### src/rtl/bulk_in_arb.sv
// bulk_in_arb: round-robin packet-burst arbiter in front of the bulk IN
// endpoint. N_REQ byte-stream requesters share one app-side IN interface.
// Each grant lasts up to BURST_LEN transferred bytes. The grant ends early
// when the granted requester drops valid.
// Optional feature, macro BULK_IN_ARB_TAG_EN: each grant first emits one tag
// byte (TAG_BASE | granted index). The tag byte is not counted in the burst.
module bulk_in_arb #(
   parameter int         N_REQ     = 2,
   parameter int         BURST_LEN = 8,
   parameter logic [7:0] TAG_BASE  = 8'hA0
) (
   input  logic                 clk_i,
   input  logic                 rstn_i,
   input  logic [8*N_REQ-1:0]   req_data_i,
   input  logic [N_REQ-1:0]     req_valid_i,
   output logic [N_REQ-1:0]     req_ready_o,
   output logic [7:0]           app_in_data_o,
   output logic                 app_in_valid_o,
   input  logic                 app_in_ready_i,
   output logic [N_REQ-1:0]     grant_o,
   output logic                 busy_o
);

   localparam int         IW       = (N_REQ > 2) ? 2 : 1;
   localparam logic [6:0] LAST_CNT = 7'(BURST_LEN - 1);
   localparam logic [IW-1:0] LAST_IDX = IW'(N_REQ - 1);

   typedef enum logic [1:0] {
      S_IDLE  = 2'd0,
      S_GRANT = 2'd1
`ifdef BULK_IN_ARB_TAG_EN
      , S_TAG = 2'd2
`endif
   } state_t;

   state_t          r_state;
   logic [IW-1:0]   r_idx;
   logic [IW-1:0]   r_last;
   logic [6:0]      r_cnt;
   logic [N_REQ-1:0] r_grant;
   logic            r_busy;

   logic [7:0]       w_bytes [N_REQ];
   logic [IW-1:0]    w_pick;
   logic [N_REQ-1:0] w_pick_oh;
   logic             w_found;
   logic             w_gvalid;

   // Unpack the flat data bus into one byte per requester.
   genvar gi;
   generate
      for (gi = 0; gi < N_REQ; gi++) begin : g_unpack
         assign w_bytes[gi] = req_data_i[8*gi +: 8];
      end
   endgenerate

   assign w_gvalid = req_valid_i[r_idx];

   // Round-robin pick: first valid requester after the last served one.
   // The wrap is an explicit modulo-N_REQ subtract, so N_REQ=3 works.
   always_comb begin
      logic [IW:0] c;
      w_pick    = r_last;
      w_found   = 1'b0;
      w_pick_oh = '0;
      c         = '0;
      for (int i = 1; i <= N_REQ; i++) begin
         c = {1'b0, r_last} + (IW+1)'(i);
         if (c >= (IW+1)'(N_REQ)) begin
            c = c - (IW+1)'(N_REQ);
         end
         if (!w_found && req_valid_i[c[IW-1:0]]) begin
            w_found = 1'b1;
            w_pick  = c[IW-1:0];
         end
      end
      w_pick_oh[w_pick] = 1'b1;
   end

   // Output steering: data and valid pass straight through from the
   // granted requester. Only the granted requester sees app ready.
   always_comb begin
      app_in_data_o  = 8'h00;
      app_in_valid_o = 1'b0;
      req_ready_o    = '0;
      case (r_state)
         S_GRANT: begin
            app_in_data_o  = w_bytes[r_idx];
            app_in_valid_o = w_gvalid;
            req_ready_o    = app_in_ready_i ? r_grant : '0;
         end
`ifdef BULK_IN_ARB_TAG_EN
         S_TAG: begin
            app_in_data_o  = TAG_BASE | 8'(r_idx);
            app_in_valid_o = 1'b1;
         end
`endif
         default: ;
      endcase
   end

   // Grant FSM: arbitrate in IDLE, count transferred bytes in GRANT.
   always_ff @(posedge clk_i or negedge rstn_i) begin
      if (!rstn_i) begin
         r_state <= S_IDLE;
         r_idx   <= '0;
         r_last  <= LAST_IDX;
         r_cnt   <= '0;
         r_grant <= '0;
         r_busy  <= 1'b0;
      end else begin
         case (r_state)
            S_IDLE: begin
               if (w_found) begin
                  r_idx   <= w_pick;
                  r_last  <= w_pick;
                  r_grant <= w_pick_oh;
                  r_busy  <= 1'b1;
                  r_cnt   <= '0;
`ifdef BULK_IN_ARB_TAG_EN
                  r_state <= S_TAG;
`else
                  r_state <= S_GRANT;
`endif
               end
            end
`ifdef BULK_IN_ARB_TAG_EN
            S_TAG: begin
               if (app_in_ready_i) begin
                  r_state <= S_GRANT;
               end
            end
`endif
            S_GRANT: begin
               if (!w_gvalid) begin
                  r_state <= S_IDLE;
                  r_cnt   <= '0;
                  r_grant <= '0;
                  r_busy  <= 1'b0;
               end else if (app_in_ready_i) begin
                  if (r_cnt == LAST_CNT) begin
                     r_state <= S_IDLE;
                     r_cnt   <= '0;
                     r_grant <= '0;
                     r_busy  <= 1'b0;
                  end else begin
                     r_cnt <= r_cnt + 7'd1;
                  end
               end
            end
            default: begin
               r_state <= S_IDLE;
               r_cnt   <= '0;
               r_grant <= '0;
               r_busy  <= 1'b0;
            end
         endcase
      end
   end

   assign grant_o = r_grant;
   assign busy_o  = r_busy;

endmodule

### config.mk
export PLATFORM = sky130hd
export DESIGN_NAME = bulk_in_arb
export DESIGN_NICKNAME = d
export VERILOG_FILES = /design/src/rtl/bulk_in_arb.sv
export SDC_FILE = /design/constraint.sdc
export NUM_CORES = 1
export LEC_CHECK = 0
export CAP_MARGIN = 20
export CORE_UTILIZATION = 44
export DETAILED_ROUTE_END_ITERATION = 16
export GPL_ROUTABILITY_DRIVEN = 0
export PLACE_DENSITY = 0.85
export SLEW_MARGIN = 10
export SYNTH_ARGS = -nofsm -noshare
export SYNTH_HDL_FRONTEND = slang
export SYNTH_SLANG_ARGS = --single-unit
### constraint.sdc
create_clock -name clk_i -period 2.71 [get_ports clk_i]
set_input_delay 0.4065 -clock clk_i [delete_from_list [all_inputs] [get_ports clk_i]]
set_output_delay 0.4065 -clock clk_i [all_outputs]
set_load 0.1 [all_outputs]
=== After elaboration in Yosys (flattened, before gate mapping) ===
Cells that the tools add are included.

* Equality and inequality tests: 5
* Mux-type cells: 38
* Reduce and logical (&&, ||, !) cells: 7
* Order comparisons: 8
* Add/sub/neg operators: 5
* Bitwise logic cells: 1

{| class="wikitable"
|+ Operators with widths
! operator !! count
|-
| 8-bit 2-to-1 mux || 4
|-
| 7-bit 2-to-1 mux || 4
|-
| 1-bit 2-to-1 mux || 18
|-
| 2-bit 2-to-1 mux || 7
|-
| 7-bit case mux with 2 select lines || 1
|-
| 1-bit by 2-bit less-than comparator with 1-bit output (second input constant) || 4
|-
| 2-bit case mux with 2 select lines || 2
|-
| 7-bit by 1-bit adder with 7-bit output (second input constant) || 1
|-
| 7-bit by 3-bit == test with 1-bit output (second input constant) || 1
|-
| 2-bit >= comparator (second input constant) || 3
|-
| 3-bit != test (second input constant) || 2
|-
| 2-bit AND reduction || 2
|-
| 3-bit AND reduction || 1
|-
| 1-bit by 1-bit adder with 2-bit output (second input constant) || 1
|-
| 1-bit by 2-bit adder with 2-bit output (second input constant) || 1
|-
| 2-bit by 1-bit == test with 1-bit output (second input constant) || 1
|-
| 1-bit logical AND || 2
|-
| 2-bit zero test || 1
|-
| 2-bit != test (second input constant) || 1
|-
| 1-bit inverter with 2-bit output || 1
|-
| 1-bit case mux with 2 select lines || 1
|-
| 1-bit subtractor (second input constant) || 2
|-
| 1-bit demux with 1-bit select || 1
|-
| 1-bit >= comparator (second input constant) || 1
|-
| 1-bit zero test || 1
|}

* Bits of input ports: 21
* Logic and storage cells: 70
* Output and inout bits: 14
* Bits in registers: 14

=== Depth between registers and ports, before layout ===
Gate-level depths: netlist of the first run.

* Word-level depth: 15
* Gate-level depth with buffers: 5
* Depth with buffers taken out: 5

=== Worst setup path after synthesis of the first run ===
No wires, ideal clock.

* Path type: flip-flop to output port
* From: register, netlist name busy_o
* To: output app_in_data_o[0]
* Data arrival time: 2.844 ns
* Setup slack: -0.541 ns
* Required time: 2.304 ns
* Cell stages (with the launch flop): 4
* Buffers on the path: 2
* Cells stage by stage: dfrtp_1 buf_2 clkbuf_1 nor2b_1

{| class="wikitable"
|+ RTL lines
! what !! line !! text
|-
| to (decl) || 17 || <nowiki>output logic [7:0] app_in_data_o,</nowiki>
|}

=== Worst setup path after layout of the first run ===
* From: input req_valid_i[1]
* To: output app_in_valid_o

* Cells in the longest elaborated chain, start to end: 3

{| class="wikitable"
|+ Ends and longest elaborated chain
! what !! line !! text
|-
| from (decl) || 15 || <nowiki>input logic [N_REQ-1:0] req_valid_i,</nowiki>
|-
| 1-bit 2-to-1 mux (not written as such) (2 in a row) || 57 || <nowiki>assign w_gvalid = req_valid_i[r_idx];</nowiki>
|-
| 1-bit 2-to-1 mux || 86 || <nowiki>case (r_state)</nowiki>
|-
| to (decl) || 18 || <nowiki>output logic app_in_valid_o,</nowiki>
|}

No other way between the ends. The select of a mux whose other input is x is not followed.

==> results.md, run 1 <==
- In the routed design, unresolved DRC markers number 0.
- Clock-pin slew was measured on the worst setup and hold paths at 0.08 ns.
- The setup clock skew after layout is between 0.007 and 0.008 ns.
- Setup violations remaining at the end of the flow were counted as 0.
- The power per cell area is 1320 nW/µm².
- At the later pin of the worst-skew pair, clock insertion delay measures 0.28 ns.
- The number of enable flip-flop cells after synthesis is 0.
- The core region is 1730 µm².
- The slack of the critical path is 0.612 ns.
- The number of sinks driven by the clock tree is 12.
- The final hold slack is roughly 0.48 ns.
- Once detailed placement completed, the half-perimeter wirelength came to 1550 µm.
- Global routing used between 20% and 30% of the available tracks across all layers.
- The count of nets after finishing is 143.
- The proportion of synthesized flip-flops having asynchronous set or reset is 100%.
- In this run the cell area of the synthesized design comes to 815 µm².
- The die area is 2030 µm².
- Setup slack on the worst reg-to-reg path comes out at 0.94 ns.
- The worst-case setup slack after placement is 0.615 ns.
- Summed over all layers, the routed wires come to between 1500 and 2000 µm.
- The count of buffers added on input and output ports is 34.
- Of all nets on the critical path, the largest fanout is 8.
- At the pin with the least slew margin, the transition time is 0.574 ns.
- The arrival time reported for the critical path endpoint is 1.69 ns.
- STA classifies the critical path endpoint as an output port.
- The number of placed instances, taps included, is 141.
- The final critical path takes up between 70 and 80% of the cycle.
- The count of cells in the finished layout, fillers not included, comes to roughly 150.
- The mean post-synth cell area is 9.70 µm².
- The effective utilization at floorplan is 47.2%.
- The number of max-cap violations is 0.
- Based on the critical path, the design can be clocked at up to between 400 and 500 MHz.
- The initial antenna violation count is 0.
- The number of cells on the worst reg-to-reg path is 4.
- The synthesized design contains 12 register bits.
- The path type of the worst min-delay path is in -> async.
- The sum of negative setup slack is 0 ns.
- Buffers inserted during clock tree synthesis total 3.
- The detail route stage leaves a number of antenna-violating nets equal to 0.
- Of the cells placed in the final design, the portion with a size suffix greater than 1 is 28.3%.
- The count of unique library cells instantiated by Yosys is 29.
- The count of H-tree levels built during CTS is 1.
- Entering global routing, the biggest net connects 21 pins.
- The total cell area at the placement stage is ~1200 µm².
- For this run, the leading register cell type out of synthesis is sky130_fd_sc_hd__dfrtp_1.
- After detailed routing, the average wire length per cell comes to 13.6 µm.
- The filler cells instantiated in the layout total 132.
- The number of setup buffers added after CTS is 0.
- The setup path with the least slack is of type in -> out.
- After technology mapping, the gate count stands at 84.
- The horizontal die dimension is around 45 µm.
- The first routing iteration left 18 violations.
- The tightest slew margin relative to the limit is 61.7%.
- The flow ran to the end, and the final reports show no timing, DRC or antenna violations.
- The utilization of the core after routing is 70.3%.
- Summing internal, switching and leakage power gives roughly 1.6 mW.
- STA classifies the critical path startpoint as an input port.
- The overall die height is 45.0 µm.
- In the routed layout, each cell is associated on average with a via count of 5.19.
- Once the clock tree was built, the resizer swapped 0 gates to a different size.
- The master cell of the clock root buffer is sky130_fd_sc_hd__clkbuf_4.
- TritonCTS built the clock tree.
- The final count of hold timing violations is 0.
- The total I/O pin count is 35.
- The launch point of the worst reg-to-reg path is busy_o$_DFFE_PN0P_.
- For this run, the number of Yosys warnings is 0.
- Data on the critical path is required at its endpoint by roughly 2.3 ns.
- The routed design could run at a clock period as short as between 2 and 2.5 ns.
- The global-route wire length before repair is 3140 µm.
- For this block, the via count after detailed routing is 753.
- Of the synthesized area, sequential elements account for 37.0%.
- The post-route standard cell area excluding fillers is 1210 µm².
- The number of slew-limit violations in the final report is 0.
- Before antenna repair, the detailed router went through 4 iterations.
- The maximum vdd drop is approximately 710 µV.
- 0 antenna diodes ended up in the layout.
- The leakage power is roughly 0.59 nW.
- The via count of the first global-routing pass is between 600 and 700.
- The synthesis-to-layout area growth is 49.0%.
- The cts-stage hold buffer count is 0.
- Setup repair after global routing left no endpoint under its margin.
- The number of nets in the synthesized netlist is ~110.
- The endpoint of the lowest-slack register-to-register path is r_cnt[6]$_DFFE_PN0P_.
- The number of rows in the core area is 15.
- The total congestion overflow is 0.
- No sink is reached through more buffers than the 2 on the longest clock path.
[state kept, by name, indices dropped and copies added (netlist names)]
| register | count |
|---|---|
| r_idx | 1 |
| grant_o | 2 |
| busy_o | 1 |
| r_last | 1 |
| r_cnt | 7 |
[cell usage in the layout (no fill, tap or decap), types with 2 or more instances in the layout]
cell,instances
sky130_fd_sc_hd__clkbuf_4,3
sky130_fd_sc_hd__and3_1,6
sky130_fd_sc_hd__mux2_2,3
sky130_fd_sc_hd__mux2i_1,9
sky130_fd_sc_hd__a221o_1,2
sky130_fd_sc_hd__nor2_1,7
sky130_fd_sc_hd__inv_1,3
sky130_fd_sc_hd__o21ai_1,2
sky130_fd_sc_hd__nand3_1,3
sky130_fd_sc_hd__o21ai_0,2
sky130_fd_sc_hd__buf_4,14
sky130_fd_sc_hd__nor2b_2,8
sky130_fd_sc_hd__nand2b_1,2
sky130_fd_sc_hd__a22o_1,5
sky130_fd_sc_hd__clkdlybuf4s50_1,20
sky130_fd_sc_hd__nor2b_1,2
sky130_fd_sc_hd__nand2_1,2
sky130_fd_sc_hd__dfrtp_1,11
sky130_fd_sc_hd__a21oi_1,2
[critical path: stages]
cell and delay [ns]:
sky130_fd_sc_hd__clkdlybuf4s50_1 0.60, sky130_fd_sc_hd__mux2_2 0.23, sky130_fd_sc_hd__nand2_4 0.08, sky130_fd_sc_hd__inv_1 0.17, sky130_fd_sc_hd__buf_12 0.19
[cell type report]
type	count	area, µm²	area share (%)
inverters	3	11.3	0.928
clock buffers	4	36.3	2.99
flip-flops and latches	12	302	24.8
multi-input cells	66	508	41.9
repair buffers	35	325	26.8
well taps	25	31.3	2.58
[where the power goes]
group          switching, mW  leakage (nW)  total, mW  internal [mW]
Clock                 0.0596        0.0210      0.141         0.0817
Sequential            0.0706         0.155      0.303          0.232
Combinational          0.820         0.415       1.15          0.332
Total                  0.951         0.591       1.60          0.646
[worst max-delay path by stage]
stage                             startpoint                to  slack [ns]  cells past startpoint
after floorplan           busy_o$_DFFE_PN0P_  app_in_data_o[0]       -0.02                      3
after global placement        req_valid_i[1]    app_in_valid_o        0.65                      5
after detailed placement      req_valid_i[0]    app_in_valid_o        0.61                      5
after CTS                     req_valid_i[0]    app_in_valid_o        0.61                      5
after global routing          req_valid_i[0]    app_in_valid_o        0.52                      5
final                         req_valid_i[1]    app_in_valid_o        0.61                      5
[metal layers]
metal	wire, µm	track usage (%)	vias to the layer above	part of all wire [%]
met4	19	7.27	0	0.97
met3	91	7.20	2	4.6
li1	-	-	379	-
met2	935	33.0	13	48
met5	0	0	-	0
met1	919	30.6	359	47
[logic make-up after synthesis]
kind of cell / count (synthesis) / share of synthesized area, %
simple gates: 35 / 25.7
buf+inv: 6 / 3.07
flops: 12 / 37.0
fa+ha+maj: 1 / 1.54
compound gates: 18 / 17.5
mux: 12 / 15.2
[Yosys cell counts, types with 2 or more instances]
master                      n  share of area (%)
sky130_fd_sc_hd__o21ai_1    2                1.2
sky130_fd_sc_hd__nor2b_1   10                7.7
sky130_fd_sc_hd__nand2b_1   2                1.5
sky130_fd_sc_hd__dfrtp_1   11                 34
sky130_fd_sc_hd__mux2_2     3                4.1
sky130_fd_sc_hd__buf_2      2                1.2
sky130_fd_sc_hd__a221o_1    2                2.5
sky130_fd_sc_hd__mux2i_1    9                 11
sky130_fd_sc_hd__inv_1      3                1.4
sky130_fd_sc_hd__nand3_1    3                1.8
sky130_fd_sc_hd__nand2_1    2               0.92
sky130_fd_sc_hd__nor2_1     7                3.2
sky130_fd_sc_hd__a21oi_1    2                1.2
sky130_fd_sc_hd__o21ai_0    2                1.2
sky130_fd_sc_hd__a22o_1     5                5.4
sky130_fd_sc_hd__and3_1     6                4.6
No activity file was read; power rests on OpenSTA's default activity.
==> inputs of run 2 (changes only) <==
--- a/config.mk
+++ b/config.mk
@@ -6,10 +6,10 @@
 export NUM_CORES = 1
 export LEC_CHECK = 0
 export CAP_MARGIN = 20
-export CORE_UTILIZATION = 44
+export CORE_UTILIZATION = 41
 export DETAILED_ROUTE_END_ITERATION = 16
 export GPL_ROUTABILITY_DRIVEN = 0
-export PLACE_DENSITY = 0.85
+export PLACE_DENSITY = 0.8
 export SLEW_MARGIN = 10
 export SYNTH_ARGS = -nofsm -noshare
 export SYNTH_HDL_FRONTEND = slang
==> constraint.sdc (replaced) <==
create_clock -name clk_i -period 2.2 [get_ports clk_i]
set_input_delay 0.33 -clock clk_i [delete_from_list [all_inputs] [get_ports clk_i]]
set_output_delay 0.33 -clock clk_i [all_outputs]
set_load 0.1 [all_outputs]
==> run 2 against run 1 <==
Against the previous run:
- count of clock-buffer cells in the layout is the same
- via count grew 5.3%
- global-route usage grew 0.92 points
- final area grew 14%
- sequential power grew 27%
- wire length grew 16%
- register-to-register slack lost 0.37 ns
- setup slack lost 0.40 ns
- combinational power grew 50%
- utilization grew 6.4 points
- critical path type unchanged
- highest routed layer unchanged
==> results.md, run 2 (synthesis results as in run 1) <==
- The worst setup path is launched from an input port.
- Of the available clock period, the critical path in the final layout requires 90.5%.
- The total power of the final layout is 2.28 mW (+43%).
- The total vias in the final route is 793 (+5.3%).
- The die area was 2170 µm² (+7.0%).
- The cts-stage hold buffer count is 0 (unchanged).
- The highest clock frequency the design can meet is 502 MHz.
- The total wire length after detailed routing is 2280 µm (+16%).
- The number of sinks driven by the clock tree is 12 (unchanged).
- The number of max-cap violations was 0 (unchanged).
- The power per cell area was 1650 nW/µm² (+26%).
- The largest fanout of any net on the critical path is 8 (unchanged).
- The quantity of gates resized following cts was 0 (unchanged).
- The number of input and output port buffers inserted is 34 (unchanged).
- The sum of negative setup slack was 0 ns (unchanged).
- The type of destination of the critical path is an output port.
- Tracing the worst setup path back leads to its startpoint at req_valid_i[1].
- The count of antenna diodes in the layout is 0 (unchanged).
- The transition time at the pin with the least slew margin was 0.566 ns (-0.00840 ns).
- The maximum number of pins on one net before global-route repair came to 21 (unchanged).
- The estimated wirelength of the detail-placed design is 1820 µm (+17%).
- The count of H-tree levels built during CTS is 1 (unchanged).
- The share of layout cells above drive strength 1 came to 30.0% (+1.7 points).
- The endpoint of the lowest-slack register-to-register path is r_cnt[5]$_DFFE_PN0P_.
- The tightest slew margin relative to the limit is 62.2% (+0.44 points).
- Setup repair after global routing left no endpoint under its margin.
- The utilization of the core after routing was 76.7% (+6.4 points).
- The library cell contributing the largest single delay on the critical path is sky130_fd_sc_hd__clkdlybuf4s50_1.
- The number of buffer and inverter stages on the critical path came to 3 (unchanged).
- The setup clock skew after layout is 0.00263 ns (-0.00450 ns).
- The arrival time reported for the critical path endpoint came to 1.66 ns (-0.03 ns).
- The post-CTS setup-driven buffer insertion count was 0 (unchanged).
- The number of nets with antenna violations after routing is 0 (unchanged).
- The path type of the worst min-delay path is in -> async.
- The logic depth of the worst register-to-register path is 3 (-1).
- The total I/O pin count is 35 (unchanged).
- The total congestion overflow is 0 (unchanged).
- The ratio of routed vias to standard cells is 5.47 (+5.3%).
- Walking the worst path, the cells encountered are clkdlybuf4s50_1 > mux2_2 > nand2_4 > inv_1 > buf_12.
- The library cells used most frequently in the layout, excluding fill and tap cells, are 20 x sky130_fd_sc_hd__clkdlybuf4s50_1, 11 x sky130_fd_sc_hd__buf_12, 10 x sky130_fd_sc_hd__dfrtp_1, 9 x sky130_fd_sc_hd__mux2i_1, 8 x sky130_fd_sc_hd__nor2b_4.
- The run finished with clean final reports.
- The routed length per placed instance is 15.7 µm (+16%).
- The initial antenna violation count is 0 (unchanged).
- The flip-flop count of the largest register, all copies and words added came to 7 (unchanged).
- The final count of hold timing violations is 0 (unchanged).
- The critical path's largest stage delay is 0.61 ns (about the same).
- The detailed router's first-iteration violation count was 30 (+12).
- The final setup violation count came to 0 (unchanged).
- The critical path depth in cells is 5 (unchanged).
- The largest register by flop count is r_cnt.
- The required time of the worst setup path was 1.87 ns (-0.43 ns).
- The routed design could run at a clock period as short as 1.99 ns.
- The TritonCTS clock tree is done.
- The clock latency reported for the late side of the worst-skew pair is 0.27 ns (about the same).
- The worst-case setup slack after placement is 0.205 ns (-0.409 ns).
- The number of slew-limit violations in the final report was 0 (unchanged).
- The effective utilization at floorplan is 45.2% (-2.0 points).
- The maximum vdd drop is 1320 µV (+87%).
- The maximum buffer depth of the clock tree is 2 (unchanged).
- The global-route usage over all layers is 23.1% (+0.92 points).
- The kind of critical path is in -> out.
- The global-route wire length before repair is 3400 µm (+8.3%).
- CTS placed an instance of sky130_fd_sc_hd__clkbuf_4 at the clock tree root.
- The most common cell after layout, fill and taps aside is sky130_fd_sc_hd__clkdlybuf4s50_1.
- The via count of the first global-routing pass came to 726 (+6.5%).
- The overall die height is 46.6 µm (+3.4%).
- The startpoint identified for the worst register-to-register timing path is busy_o$_DFFE_PN0P_.
- The length of the first detailed-routing pass in iterations is 4 (unchanged).
- The number of rows in the core area was 15 (unchanged).
- The final routed DRC violation total is 0 (unchanged).
- The slack of the critical path is 0.209 ns (-0.403 ns).
- The minimum setup slack among reg-to-reg paths is 0.57 ns (-0.37 ns).
- The total CTS buffers was 3 (unchanged).
- The area inside the core boundary was 1800 µm² (+4.3%).
- The kind of cell adding the most delay to the critical path is buffers and inverters.
- The horizontal die dimension is 46.6 µm (+3.4%).
- The leakage power is 0.671 nW (+14%).
- The synthesis-to-layout area growth is 69.6%.
- The count of nets after finishing is 143 (unchanged).
- The register clock-pin slew on the reported worst setup and hold paths is 0.07 ns (about the same).
## run 2: per-stage QoR
step	std cells	hold slack (ns)	cell area, µm²
final	145	0.421	1380
after global routing	145	0.446	1380
after CTS	145	0.421	1380
after detailed placement	141	0.524	1350
after global placement	141	0.493	1350
after floorplan	84	0.0344	877
## run 2: how the worst max path moves through the flow
stage / end
global route: app_in_valid_o
floorplan: req_ready_o[1]
CTS: app_in_valid_o
finish: app_in_valid_o
detailed placement: r_cnt[5]$_DFFE_PN0P_
global placement: r_cnt[6]$_DFFE_PN0P_
## run 2: final cells by class
| class | count | area [µm²] |
|---|---|---|
| Sequential cell | 12 | 303 |
| Clock buffer | 4 | 36.3 |
| Inverter | 3 | 11.3 |
| Tap cell | 25 | 31.3 |
| Multi-Input combinational cell | 66 | 549 |
| Timing Repair Buffer | 35 | 450 |
| Fill cell | 130 | 420 |
## run 2: power breakdown
part	switching, mW	internal, mW	leakage, nW
Clock	0.0700	0.101	0.0210
Combinational	1.09	0.639	0.496
Sequential	0.0970	0.287	0.154
Total	1.26	1.03	0.671
## run 2: layer usage
layer	vias to the layer above	GRT usage, %	share of wire [%]
li1	384	-	-
met1	384	31.5	44
met2	23	36.9	51
met3	2	5.10	3.8
met4	0	5.29	0.57
met5	-	0	0
==> inputs of run 3 (changes only) <==
--- a/config.mk
+++ b/config.mk
@@ -7,6 +7,7 @@
 export LEC_CHECK = 0
 export CAP_MARGIN = 20
 export CORE_UTILIZATION = 41
+export CTS_CLUSTER_DIAMETER = 120
 export DETAILED_ROUTE_END_ITERATION = 16
 export GPL_ROUTABILITY_DRIVEN = 0
 export PLACE_DENSITY = 0.8
==> results of run 3 <==
No change in the layout: final DEF, timing and power equal those of run 2.
